==> config.mk <==
export PLATFORM = sky130hd
export DESIGN_NAME = reaction_sequencer_flat
export DESIGN_NICKNAME = d
export VERILOG_FILES = /design/src/rtl/reaction_pkg.sv /design/src/rtl/reaction_sequencer_if.sv /design/src/rtl/tick_gen.sv /design/src/rtl/reaction_sequencer.sv /design/src/flat_wrapper.sv
export SDC_FILE = /design/constraint.sdc
export NUM_CORES = 1
export LEC_CHECK = 0
export ABC_AREA = 1
export ABC_CLOCK_PERIOD_IN_PS = 3550
export CAP_MARGIN = 25
export CORE_MARGIN = 2
export CORE_UTILIZATION = 60
export DETAILED_ROUTE_END_ITERATION = 8
export PLACE_DENSITY = 0.9
export SYNTH_ARGS = -nofsm -noshare
export SYNTH_HDL_FRONTEND = slang
export SYNTH_HIERARCHICAL = 1
export SYNTH_SLANG_ARGS = --single-unit
==> constraint.sdc <==
create_clock -name CLOCK_50 -period 3.55 [get_ports CLOCK_50]
set_input_delay 0.71 -clock CLOCK_50 [delete_from_list [all_inputs] [get_ports CLOCK_50]]
set_output_delay 0.71 -clock CLOCK_50 [all_outputs]
set_load 0.02 [all_outputs]
==> src/rtl/reaction_pkg.sv <==
// reaction_pkg: shared definitions for the reaction tester sequencer.
// Contents: state encoding (also the 3-bit debug code on the state port),
// datapath widths, LFSR seed/taps and the LFSR step function.
package reaction_pkg;

  localparam int TIME_W  = 14;  // elapsed / result / best times, binary ticks
  localparam int DELAY_W = 9;   // randomised wait countdown
  localparam int LFSR_W  = 8;

  localparam logic [LFSR_W-1:0] LFSR_SEED = 8'hA5;
  localparam logic [LFSR_W-1:0] LFSR_TAPS = 8'hB8;

  typedef enum logic [2:0] {
    ST_IDLE  = 3'd0,
    ST_WAIT  = 3'd1,
    ST_ARMED = 3'd2,
    ST_DONE  = 3'd3,
    ST_FAULT = 3'd4
  } state_e;

  // Galois right-shift LFSR: feed the outgoing LSB back through the taps.
  function automatic logic [LFSR_W-1:0] lfsr_next(input logic [LFSR_W-1:0] s);
    return (s >> 1) ^ (s[0] ? LFSR_TAPS : '0);
  endfunction

endpackage

==> src/rtl/reaction_sequencer_if.sv <==
// reaction_sequencer_if: button inputs and counter/display outputs of the
// reaction sequencer.
//   master: drives request_test/stop_test, observes everything else.
//   slave : the sequencer itself.
// Signalling: request_test and stop_test are plain levels (edge detected in
// the sequencer, no handshake); count_enable and count_clear are single-cycle
// pulses that the BCD counter must accept unconditionally (no back-pressure);
// all remaining outputs are registered levels.
interface reaction_sequencer_if;
  import reaction_pkg::*;

  logic              request_test;
  logic              stop_test;
  logic              test_active;
  logic              count_enable;
  logic              count_clear;
  logic              result_valid;
  logic [TIME_W-1:0] result_time;
  logic [TIME_W-1:0] best_time;
  logic              best_valid;
  logic              false_start;
  logic              timeout;
  logic [2:0]        state;

  modport master (
    output request_test, stop_test,
    input  test_active, count_enable, count_clear, result_valid, result_time,
           best_time, best_valid, false_start, timeout, state
  );

  modport slave (
    input  request_test, stop_test,
    output test_active, count_enable, count_clear, result_valid, result_time,
           best_time, best_valid, false_start, timeout, state
  );

endinterface

==> src/rtl/tick_gen.sv <==
// tick_gen: 1/100 s tick divider.
// Ports: CLOCK_50 (clock), reset (sync, active-high), restart (zero the
// divider this cycle), tick (high while the divider sits at its terminal
// count, i.e. one cycle in every TICK_DIV).
module tick_gen #(
  parameter int TICK_DIV = 500000
) (
  input  logic CLOCK_50,
  input  logic reset,
  input  logic restart,
  output logic tick
);

  localparam int CNT_W = $clog2(TICK_DIV);
  localparam logic [CNT_W-1:0] LAST = CNT_W'(TICK_DIV - 1);

  logic [CNT_W-1:0] cnt_q;
  logic [CNT_W-1:0] cnt_d;

  always_comb begin
    cnt_d = cnt_q + CNT_W'(1);
    if (restart || cnt_q == LAST) begin
      cnt_d = '0;
    end
  end

  always_ff @(posedge CLOCK_50) begin
    if (reset) begin
      cnt_q <= '0;
    end else begin
      cnt_q <= cnt_d;
    end
  end

  assign tick = (cnt_q == LAST);

endmodule

==> src/rtl/reaction_sequencer.sv <==
// reaction_sequencer: central FSM of the reaction tester.
// Sequence: IDLE -> WAIT (randomised delay) -> ARMED (timed window) -> DONE,
// or FAULT on a false start / timeout.
// Ports: CLOCK_50 (clock), reset (sync, active-high), bus (slave modport:
// request_test/stop_test buttons in; test_active, count_enable, count_clear,
// result_valid, result_time, best_time, best_valid, false_start, timeout and
// the debug state code out). Every output comes straight from a register.
module reaction_sequencer
  import reaction_pkg::*;
#(
  parameter int TICK_DIV        = 500000,
  parameter int MIN_DELAY_TICKS = 100,
  parameter int DELAY_SPAN      = 256,
  parameter int RANDOM_EN       = 1,
  parameter int TIMEOUT_TICKS   = 9999
) (
  input  logic          CLOCK_50,
  input  logic          reset,
  reaction_sequencer_if.slave bus
);

  if (TICK_DIV < 2) begin : g_bad_div
    $error("TICK_DIV must be at least 2");
  end
  if (MIN_DELAY_TICKS < 1 || MIN_DELAY_TICKS + DELAY_SPAN - 1 > 511) begin : g_bad_delay
    $error("MIN_DELAY_TICKS + DELAY_SPAN - 1 must fit the 9-bit delay counter");
  end
  if (DELAY_SPAN < 2 || DELAY_SPAN > 256 || (DELAY_SPAN & (DELAY_SPAN - 1)) != 0) begin : g_bad_span
    $error("DELAY_SPAN must be a power of two in 2..256");
  end
  if (TIMEOUT_TICKS < 1 || TIMEOUT_TICKS > 16383) begin : g_bad_timeout
    $error("TIMEOUT_TICKS must be in 1..16383");
  end

  localparam logic [TIME_W-1:0]  TIMEOUT_VAL = TIME_W'(TIMEOUT_TICKS);
  localparam logic [DELAY_W-1:0] DELAY_MIN   = DELAY_W'(MIN_DELAY_TICKS);
  localparam logic [DELAY_W-1:0] DELAY_MASK  = DELAY_W'(DELAY_SPAN - 1);

  state_e              state_q, state_d;
  logic                req_q, req_d;
  logic                stop_q, stop_d;
  logic [LFSR_W-1:0]   lfsr_q, lfsr_d;
  logic [DELAY_W-1:0]  delay_q, delay_d;
  logic [TIME_W-1:0]   elapsed_q, elapsed_d;
  logic [TIME_W-1:0]   result_q, result_d;
  logic [TIME_W-1:0]   best_q, best_d;
  logic                best_valid_q, best_valid_d;
  logic                false_start_q, false_start_d;
  logic                timeout_q, timeout_d;
  logic                count_enable_q, count_enable_d;
  logic                count_clear_q, count_clear_d;
  logic                test_active_q, test_active_d;
  logic                result_valid_q, result_valid_d;

  logic                req_edge, stop_edge;
  logic                tick, restart;
  logic [DELAY_W-1:0]  delay_load;
  logic [TIME_W-1:0]   elapsed_inc;

  tick_gen #(.TICK_DIV(TICK_DIV)) u_tick_gen (
    .CLOCK_50 (CLOCK_50),
    .reset    (reset),
    .restart  (restart),
    .tick     (tick)
  );

  assign req_edge    = bus.request_test & ~req_q;
  assign stop_edge   = bus.stop_test & ~stop_q;
  assign elapsed_inc = elapsed_q + TIME_W'(1);
  assign delay_load  = DELAY_MIN +
                       ((RANDOM_EN != 0) ? ({1'b0, lfsr_q} & DELAY_MASK) : '0);

  always_comb begin
    state_d        = state_q;
    req_d          = bus.request_test;
    stop_d         = bus.stop_test;
    lfsr_d         = lfsr_next(lfsr_q);
    delay_d        = delay_q;
    elapsed_d      = elapsed_q;
    result_d       = result_q;
    best_d         = best_q;
    best_valid_d   = best_valid_q;
    false_start_d  = false_start_q;
    timeout_d      = timeout_q;
    count_enable_d = 1'b0;
    count_clear_d  = 1'b0;
    restart        = 1'b0;

    case (state_q)
      ST_IDLE, ST_DONE, ST_FAULT: begin
        if (req_edge) begin
          state_d       = ST_WAIT;
          count_clear_d = 1'b1;
          restart       = 1'b1;
          elapsed_d     = '0;
          false_start_d = 1'b0;
          timeout_d     = 1'b0;
          delay_d       = delay_load;
        end
      end
      ST_WAIT: begin
        if (stop_edge) begin
          state_d       = ST_FAULT;
          false_start_d = 1'b1;
        end else if (tick) begin
          delay_d = delay_q - DELAY_W'(1);
          if (delay_q == DELAY_W'(1)) begin
            state_d = ST_ARMED;
            restart = 1'b1;
          end
        end
      end
      ST_ARMED: begin
        // A stop coinciding with a tick wins; that tick is not counted.
        if (stop_edge) begin
          state_d  = ST_DONE;
          result_d = elapsed_q;
          if (!best_valid_q || elapsed_q < best_q) begin
            best_d       = elapsed_q;
            best_valid_d = 1'b1;
          end
        end else if (tick) begin
          elapsed_d      = elapsed_inc;
          count_enable_d = 1'b1;
          if (elapsed_inc == TIMEOUT_VAL) begin
            state_d   = ST_FAULT;
            timeout_d = 1'b1;
          end
        end
      end
      default: state_d = ST_IDLE;
    endcase

    // Level outputs are registered from the next state so they line up with state_q.
    test_active_d  = (state_d == ST_ARMED);
    result_valid_d = (state_d == ST_DONE);
  end

  always_ff @(posedge CLOCK_50) begin
    if (reset) begin
      state_q        <= ST_IDLE;
      req_q          <= 1'b0;
      stop_q         <= 1'b0;
      lfsr_q         <= LFSR_SEED;
      delay_q        <= '0;
      elapsed_q      <= '0;
      result_q       <= '0;
      best_q         <= '1;
      best_valid_q   <= 1'b0;
      false_start_q  <= 1'b0;
      timeout_q      <= 1'b0;
      count_enable_q <= 1'b0;
      count_clear_q  <= 1'b0;
      test_active_q  <= 1'b0;
      result_valid_q <= 1'b0;
    end else begin
      state_q        <= state_d;
      req_q          <= req_d;
      stop_q         <= stop_d;
      lfsr_q         <= lfsr_d;
      delay_q        <= delay_d;
      elapsed_q      <= elapsed_d;
      result_q       <= result_d;
      best_q         <= best_d;
      best_valid_q   <= best_valid_d;
      false_start_q  <= false_start_d;
      timeout_q      <= timeout_d;
      count_enable_q <= count_enable_d;
      count_clear_q  <= count_clear_d;
      test_active_q  <= test_active_d;
      result_valid_q <= result_valid_d;
    end
  end

  assign bus.test_active  = test_active_q;
  assign bus.count_enable = count_enable_q;
  assign bus.count_clear  = count_clear_q;
  assign bus.result_valid = result_valid_q;
  assign bus.result_time  = result_q;
  assign bus.best_time    = best_q;
  assign bus.best_valid   = best_valid_q;
  assign bus.false_start  = false_start_q;
  assign bus.timeout      = timeout_q;
  assign bus.state        = state_q;

endmodule

==> src/flat_wrapper.sv <==
// flat-port wrapper written by rule: the top's interface ports become plain ports
module reaction_sequencer_flat import reaction_pkg::*;
#(
  parameter int TICK_DIV        = 500000,
  parameter int MIN_DELAY_TICKS = 100,
  parameter int DELAY_SPAN      = 256,
  parameter int RANDOM_EN       = 1,
  parameter int TIMEOUT_TICKS   = 9999
)
  (CLOCK_50, reset, bus_request_test, bus_stop_test, bus_test_active, bus_count_enable, bus_count_clear, bus_result_valid, bus_result_time, bus_best_time, bus_best_valid, bus_false_start, bus_timeout, bus_state);
  reaction_sequencer_if bus_i ();
  input  logic CLOCK_50;
  input  logic reset;
  input wire logic [$bits(bus_i.request_test)-1:0] bus_request_test;
  input wire logic [$bits(bus_i.stop_test)-1:0] bus_stop_test;
  output wire logic [$bits(bus_i.test_active)-1:0] bus_test_active;
  output wire logic [$bits(bus_i.count_enable)-1:0] bus_count_enable;
  output wire logic [$bits(bus_i.count_clear)-1:0] bus_count_clear;
  output wire logic [$bits(bus_i.result_valid)-1:0] bus_result_valid;
  output wire logic [$bits(bus_i.result_time)-1:0] bus_result_time;
  output wire logic [$bits(bus_i.best_time)-1:0] bus_best_time;
  output wire logic [$bits(bus_i.best_valid)-1:0] bus_best_valid;
  output wire logic [$bits(bus_i.false_start)-1:0] bus_false_start;
  output wire logic [$bits(bus_i.timeout)-1:0] bus_timeout;
  output wire logic [$bits(bus_i.state)-1:0] bus_state;
  assign bus_i.request_test = bus_request_test;
  assign bus_i.stop_test = bus_stop_test;
  assign bus_test_active = bus_i.test_active;
  assign bus_count_enable = bus_i.count_enable;
  assign bus_count_clear = bus_i.count_clear;
  assign bus_result_valid = bus_i.result_valid;
  assign bus_result_time = bus_i.result_time;
  assign bus_best_time = bus_i.best_time;
  assign bus_best_valid = bus_i.best_valid;
  assign bus_false_start = bus_i.false_start;
  assign bus_timeout = bus_i.timeout;
  assign bus_state = bus_i.state;
  reaction_sequencer #(.TICK_DIV(TICK_DIV), .MIN_DELAY_TICKS(MIN_DELAY_TICKS), .DELAY_SPAN(DELAY_SPAN), .RANDOM_EN(RANDOM_EN), .TIMEOUT_TICKS(TIMEOUT_TICKS)) u_core (.CLOCK_50(CLOCK_50), .reset(reset), .bus(bus_i));
endmodule
==> summary.txt, run 1 <==
Routed Antenna Nets - 0
Synthesized area - 0.004631 sq mm
Pin count of the biggest net entering global routing - 33
Number of fillers in the final layout - 639
Worst slew margin - 56.91%
Pre-CTS WS - 0.7306 ns
Clock Power Share - 23.3%
Via count - 4321
Vias in the first global route - 4195
Routed len/inst - 12.97 um
First-pass GRT wire length - 18070 um
Worst VDD drop - 0.0002665 V
Clk_lat worst skew - 0.36 ns
Cell count after synthesis - 654
CP Capture Type - register
Worst hold slack - 0.4567 ns
DIE WIDTH - 91.85 um
Max_cap viols - 0
Vias per inst - 5.435
Post-CTS Setup Bufs - 0
Crit-path slowest cell - clkdlybuf4s50_1
CP Max Fanout - 28
Clk sink count - 90
Starting Density - 60.87%
Syn_nets - 677
FP Rows - 32
CP Launch Type - input pin
Global route overflow - 0
Initial DRT Pass Iterations - 5
Ys flop type - dfxtp_1
Critical path class - input pin to register
CTS tree - built
# setup viols final - 0
Ys Warns - 6
Post-CTS sizing - 0
Final Max Tran Viols - 0
Non-filler cells, final - 795
Crit path top cell by count - nand2_1
Post-CTS Hold Buffers - 0
Final instance area - 0.005236 sq mm
Worst Path Required - 3.75 ns
Share of cells above drive strength 1 - 8.802%
Die H - 91.85 um
DRC - 0
Fmax achieved - 399.4 MHz
Internal - 1.665 mW
Worst r2r dst - u_core/elapsed_q[6]$_SDFFE_PP0P_
Setup Total Neg Slack - 0 ns
Reg2reg setup slack - 1.37 ns
Leak - 2.246 nW
Core Area - 0.007607 sq mm
# nets final - 713
Post-synthesis sequential area ratio - 38.91%
R2R depth - 10
IO Port Bufs - 41
Final WL - 10310 um
R2r startpoint - u_core/u_tick_gen/cnt_q[0]$_SDFF_PP0_
Worst clock skew - 0.008351 ns
Post-synthesis register bit count - 90
HP Class - register to register
CP top delay family - simple AND/OR/NAND/NOR gates
Pwr dens - 495.0 mW/mm^2
Switch share - 35.77%
HPWL after DPL - 7585 um
I/O pin cnt - 42
Diode count - 0
RSZ-0062 raised after global routing - false
Final WS setup - 1.046 ns
Clock Pin Slew Worst Setup and Hold Paths - 0.08 ns
Routability cong. - 0.9423
Initial DRC count - 318
Htree depth - 3
Hold Startpoint - u_core/bus.timeout$_SDFFE_PP0P_
Placed inst area - 0.005077 sq mm
Async S/R FF share, synth - 0%
Overall Global Routing Usage - 26.08%
Sequential Power Share - 46.5%
WHS Endpoint - u_core/bus.timeout$_SDFFE_PP0P_
Total Power - 2.592 mW
Number of synthesized flops with an enable pin - 0
Comb pwr share - 30.1%
Tmin final - 2.504 ns
Path length in cells of the critical path - 8
P_sw - 0.9272 mW
Slew @ Worst Pin - 0.6457 ns
Mapped Avg Cell Area - 7.081 sq um
Slowest cell delay on critical path - 0.45 ns
Final Hold Viols - 0
Crit path cell chain - clkdlybuf4s50_1 -> inv_1 -> nor2_1 -> nand2_1 -> inv_2 -> nand2_2 -> nand2_1 -> o211ai_1
Status - completed
CP arrival - 2.71 ns
Final period util - 70.53%
Min-Delay Path Depth - 2
Post-synthesis cell type count - 35
Clk buf depth - 2
Final Core Density - 68.83%
Cts bufs inserted - 9
Initial antenna violation count - 0
Die Footprint - 0.008436 sq mm
P&R area growth vs syn - 13.08%
WP buf/inv - 3
Root Buffer - clkbuf_8
Cells after DPL - 781
per-layer routing:
layer | GRT usage, % | wire (um) | vias to the layer above
met5 | 0 | 0 | -
met4 | 11.69 | 221 | 0
met3 | 5.916 | 475 | 23
met2 | 45.04 | 5026 | 107
met1 | 30.90 | 4586 | 2005
li1 | - | - | 2186
worst register-to-register path: stages, from the launching register on:
cell,delay (ns)
dfxtp_1,0.37
ha_1,0.23
nand2_2,0.08
nor2_4,0.16
nand3_2,0.13
inv_1,0.14
nand2_1,0.10
nor2_2,0.40
inv_2,0.12
or2_1,0.24
a21oi_1,0.14
synth_stat cells (2+ instances only):
| library cell | number | share of area [%] |
|---|---|---|
| o21ai_1 | 2 | 0.22 |
| buf_6 | 4 | 0.97 |
| buf_2 | 7 | 0.76 |
| nor2_1 | 67 | 5.4 |
| o21ai_0 | 38 | 4.1 |
| nand2_1 | 144 | 12 |
| nand4_1 | 8 | 1.1 |
| inv_1 | 74 | 6.0 |
| xnor2_1 | 6 | 1.1 |
| o211ai_1 | 16 | 2.6 |
| a21oi_1 | 66 | 7.1 |
| a21oi_2 | 2 | 0.38 |
| clkbuf_1 | 6 | 0.49 |
| nand3_1 | 39 | 4.2 |
| nand3_2 | 2 | 0.43 |
| nor3_4 | 2 | 0.70 |
| nor3_1 | 8 | 0.86 |
| or2_2 | 2 | 0.27 |
| ha_1 | 19 | 5.1 |
| nand2_2 | 6 | 0.81 |
| inv_2 | 12 | 0.97 |
| nor2_2 | 12 | 1.6 |
| nor2_4 | 4 | 0.97 |
| xor2_1 | 8 | 1.5 |
| dfxtp_1 | 90 | 39 |
worst max path at each step:
stage,endpoint,from
global route,u_core/bus.best_time[13]$_SDFFE_PP1P_,bus_stop_test
detailed placement,u_core/bus.best_time[1]$_SDFFE_PP1P_,bus_stop_test
CTS,u_core/bus.best_time[1]$_SDFFE_PP1P_,bus_stop_test
floorplan,u_core/u_tick_gen/cnt_q[10]$_SDFF_PP0_,u_core/u_tick_gen/cnt_q[0]$_SDFF_PP0_
finish,u_core/bus.best_time[1]$_SDFFE_PP1P_,bus_stop_test
global placement,u_core/bus.best_time[2]$_SDFFE_PP1P_,bus_stop_test
kinds of logic after synthesis:
kind of cell | share of synthesized area, %
AO/OA/AOI/OAI | 14.94
XOR/XNOR | 2.648
adder cells (fa/ha/maj) | 5.134
buffers and inverters | 9.430
flip-flops | 38.91
AND/OR/NAND/NOR | 28.94
cells in the final DEF, fill, tap and decap left out, types with 3 or more instances in the layout:
cell             instances
a21oi_1                 66
buf_4                    3
clkbuf_8                10
clkdlybuf4s50_1         41
dfxtp_1                 90
ha_1                    19
inv_1                   74
inv_2                   12
nand2_1                144
nand2_2                  6
nand3_1                 39
nand4_1                  8
nor2_1                  67
nor2_2                  12
nor2_4                   4
nor3_1                   8
o211ai_1                16
o21ai_0                 38
xnor2_1                  6
xor2_1                   8
layout make-up:
class	count	area, sq um	share of cell area [%]
clock buffers	11	141.4	2.700
clock inverters	3	17.52	0.3345
inverters	86	322.8	6.165
multi-input cells	459	2392	45.69
flip-flops and latches	90	1802	34.41
well taps	102	127.6	2.437
repair buffers	44	432.9	8.268
power by group through the flow:
| stage | Combinational, mW | Clock, mW | Sequential (mW) |
|---|---|---|---|
| floorplan | 0.533 | 0 | 1.28 |
| global placement | 0.746 | 0 | 1.22 |
| detailed placement | 0.773 | 0 | 1.23 |
| CTS | 0.777 | 0.615 | 1.21 |
| global route | 0.876 | 0.660 | 1.22 |
| finish | 0.781 | 0.605 | 1.21 |
state kept, by name (all words and copies together), names as in the netlist:
signal                   flops
u_core/bus.result_time      14
u_core/delay_q               9
u_core/u_tick_gen/cnt_q     19
u_core/bus.result_valid      1
u_core/elapsed_q            14
u_core/stop_q                1
u_core/bus.test_active       1
u_core/bus.timeout           1
u_core/bus.best_valid        1
u_core/bus.false_start       1
u_core/req_q                 1
u_core/bus.count_enable      1
u_core/bus.count_clear       1
u_core/bus.state             3
u_core/bus.best_time        14
u_core/lfsr_q                8
Note: power is estimated with default switching activity, not from simulation.
==> run 2: changes to the inputs <==
--- a/config.mk
+++ b/config.mk
@@ -6,12 +6,12 @@
 export NUM_CORES = 1
 export LEC_CHECK = 0
 export ABC_AREA = 1
-export ABC_CLOCK_PERIOD_IN_PS = 3550
+export ABC_CLOCK_PERIOD_IN_PS = 2029
 export CAP_MARGIN = 25
 export CORE_MARGIN = 2
-export CORE_UTILIZATION = 60
+export CORE_UTILIZATION = 52
 export DETAILED_ROUTE_END_ITERATION = 8
-export PLACE_DENSITY = 0.9
+export PLACE_DENSITY = 0.83
 export SYNTH_ARGS = -nofsm -noshare
 export SYNTH_HDL_FRONTEND = slang
 export SYNTH_HIERARCHICAL = 1
==> constraint.sdc (replaced) <==
create_clock -name CLOCK_50 -period 2.03 [get_ports CLOCK_50]
set_input_delay 0.406 -clock CLOCK_50 [delete_from_list [all_inputs] [get_ports CLOCK_50]]
set_output_delay 0.406 -clock CLOCK_50 [all_outputs]
set_load 0.02 [all_outputs]
==> run 2 against run 1 <==
- sequential cell count unchanged
- count of clock-buffer cells in the layout up 1
- sequential power grew 75%
- via count grew 4.9%
- core utilization shrank 4.9 points
- power up 96%
- combinational power is 90% higher
- first-iteration DRC count up 22%
- clock skew is 0.0032 ns higher
- critical path type is now register to output pin
- critical endpoint is now bus_state[2]
==> summary.txt, run 2 (synthesis gave the netlist of run 1 again) <==
Top reg by flops - u_core/u_tick_gen/cnt_q
Routed len/inst - 13.65 um (+5.2%)
CP arrival - 1.55 ns (-1.16 ns)
Final WS setup - 0.07706 ns (-0.9693 ns)
Vias in the first global route - 4174 (-0.50%)
Clock Pin Slew Worst Setup and Hold Paths - 0.09 ns (about the same)
Die Footprint - 0.009676 sq mm (+15%)
WP buf/inv - 1 (-2)
Final WL - 11220 um (+8.8%)
Fmax achieved - 512.0 MHz
Cells after DPL - 802 (+2.7%)
CP Launch Type - register
Final instance area - 0.005544 sq mm (+5.9%)
CP top delay family - buffers and inverters
Overall Global Routing Usage - 23.06% (-3.0 points)
P_sw - 1.723 mW (+86%)
Slowest cell delay on critical path - 0.67 ns (+0.22 ns)
Global route overflow - 0 (unchanged)
First-pass GRT wire length - 18530 um (+2.5%)
CTS tree - built
FP Rows - 34 (+6.3%)
# nets final - 732 (+2.7%)
Worst VDD drop - 0.0004731 V (+78%)
Pin count of the biggest net entering global routing - 30 (-9.1%)
Htree depth - 3 (unchanged)
RSZ-0062 raised after global routing - true
Placed inst area - 0.005197 sq mm (+2.4%)
Crit-path slowest cell - clkdlybuf4s50_1
Clock Power Share - 29.2% (+5.9 points)
Critical path class - register to output pin
Commonest non-fill, non-tap cell in the layout - nand2_1
Worst clock skew - 0.01154 ns (+0.003185 ns)
Core Area - 0.008678 sq mm (+14%)
Initial DRT Pass Iterations - 5 (unchanged)
Status - completed
IO Port Bufs - 41 (unchanged)
Worst slew margin - 76.61% (+20 points)
DIE WIDTH - 98.37 um (+7.1%)
Post-CTS Hold Buffers - 0 (unchanged)
Final Max Tran Viols - 0 (unchanged)
Clk sink count - 90 (unchanged)
Slew @ Worst Pin - 0.3482 ns (-0.2975 ns)
Register Area - 0.001810 sq mm (+0.49%)
DRC - 0 (unchanged)
Tmin final - 1.953 ns
Final Hold Viols - 0 (unchanged)
Number of fillers in the final layout - 738 (+15%)
Via count - 4533 (+4.9%)
Clk buf depth - 2 (unchanged)
Share of cells above drive strength 1 - 13.45% (+4.6 points)
Leak - 2.386 nW (+6.2%)
CP Max Fanout - 6 (-79%)
Most frequent cells in the layout - nand2_1, dfxtp_1, inv_1
HP Class - register to register
Diode count - 0 (unchanged)
Cts bufs inserted - 9 (unchanged)
Pwr dens - 916.9 mW/mm^2 (+85%)
Comb pwr share - 29.0% (-1.1 points)
Switch share - 33.89% (-1.9 points)
I/O pin cnt - 42 (unchanged)
Pre-CTS WS - -0.07206 ns (-0.8027 ns)
Routed Antenna Nets - 0 (unchanged)
Die H - 98.37 um (+7.1%)
Initial antenna violation count - 0 (unchanged)
Max_cap viols - 0 (unchanged)
Crit path cell chain - clkdlybuf4s50_1
Starting Density - 53.36% (-7.5 points)
Internal - 3.361 mW (+100%)
HPWL after DPL - 7887 um (+4.0%)
Routability cong. - 0.9063 (-3.8%)
Initial DRC count - 387 (+22%)
Root Buffer - clkbuf_8
Vias per inst - 5.515 (+1.5%)
Final period util - 96.20%
Sequential Power Share - 41.8% (-4.7 points)
Area of the multi-input gates - 0.002471 sq mm (+3.3%)
# setup viols final - 0 (unchanged)
Worst Path Required - 1.62 ns (-2.13 ns)
CP Capture Type - output pin
Max FFs per register - 19 (unchanged)
Non-filler cells, final - 822 (+3.4%)
P&R area growth vs syn - 19.72%
Clk_lat worst skew - 0.36 ns (about the same)
[run 2: timing repair]
action / 4_1_cts / 5_1_grt
buffers inserted: 0 / 2
endpoints found under the setup margin: 0 / 48
gates resized for setup: 0 / 22
[run 2: path summary, 6_finish.rpt]
path,startpoint,endpoint,slack [ns],depth (start not counted)
min reg2reg,u_core/lfsr_q[7]$_SDFF_PP1_,u_core/lfsr_q[6]$_SDFF_PP0_,0.45,2
min,u_core/lfsr_q[7]$_SDFF_PP1_,u_core/lfsr_q[6]$_SDFF_PP0_,0.45,2
max,u_core/bus.state[2]$_SDFF_PP0_,bus_state[2],0.08,1
max reg2reg,u_core/u_tick_gen/cnt_q[0]$_SDFF_PP0_,u_core/bus.result_valid$_SDFF_PP0_,0.11,12
[run 2: per-stage QoR]
stage / TNS, ns / hold WS [ns] / util, % / power [mW]
after global routing: -0.1117 / 0.4695 / 63.88 / 5.363
after detailed placement: -0.9774 / 0.4342 / 59.89 / 3.554
after global placement: 0 / 0.4330 / 59.89 / 3.499
after CTS: 0 / 0.4527 / 62.70 / 5.031
final: 0 / 0.4528 / 63.88 / 5.084
after floorplan: 0 / 0.4175 / - / 3.163
[run 2: power groups by stage]
stage          Combinational, mW  Clock (mW)  Sequential, mW
2_1_floorplan              0.932           0            2.23
3_3_place_gp                1.36           0            2.14
3_5_place_dp                1.40           0            2.15
4_1_cts                     1.42        1.50            2.11
5_1_grt                     1.63        1.58            2.15
6_report                    1.48        1.49            2.12
[run 2: tightest hold or removal path, cell delays in order (launching register included)]
cell	delay, ns
dfxtp_1	0.34
inv_1	0.05
nor2_1	0.03
[run 2: cell type report]
| class | count | area share [%] |
|---|---|---|
| timing repair buffer | 61 | 10.11 |
| clock inverter | 4 | 1.783 |
| inverter | 86 | 5.823 |
| tap | 108 | 2.437 |
| sequential | 90 | 32.66 |
| clock buffer | 12 | 2.618 |
| multi-input combinational | 461 | 44.57 |
[run 2: layer usage]
metal	share of wire [%]	global-route usage, %	wire length [um]
met5	0	0	0
met4	2.4	11.06	274
met3	6.2	3.937	697
met2	48	37.99	5416
met1	43	29.34	4829
==> run 3: changes to the inputs <==
--- a/config.mk
+++ b/config.mk
@@ -12,6 +12,7 @@
 export CORE_UTILIZATION = 52
 export DETAILED_ROUTE_END_ITERATION = 8
 export PLACE_DENSITY = 0.83
+export SLEW_MARGIN = 15
 export SYNTH_ARGS = -nofsm -noshare
 export SYNTH_HDL_FRONTEND = slang
 export SYNTH_HIERARCHICAL = 1
==> results of run 3 <==
The final DEF is identical to that of run 2; final timing and power are the same.
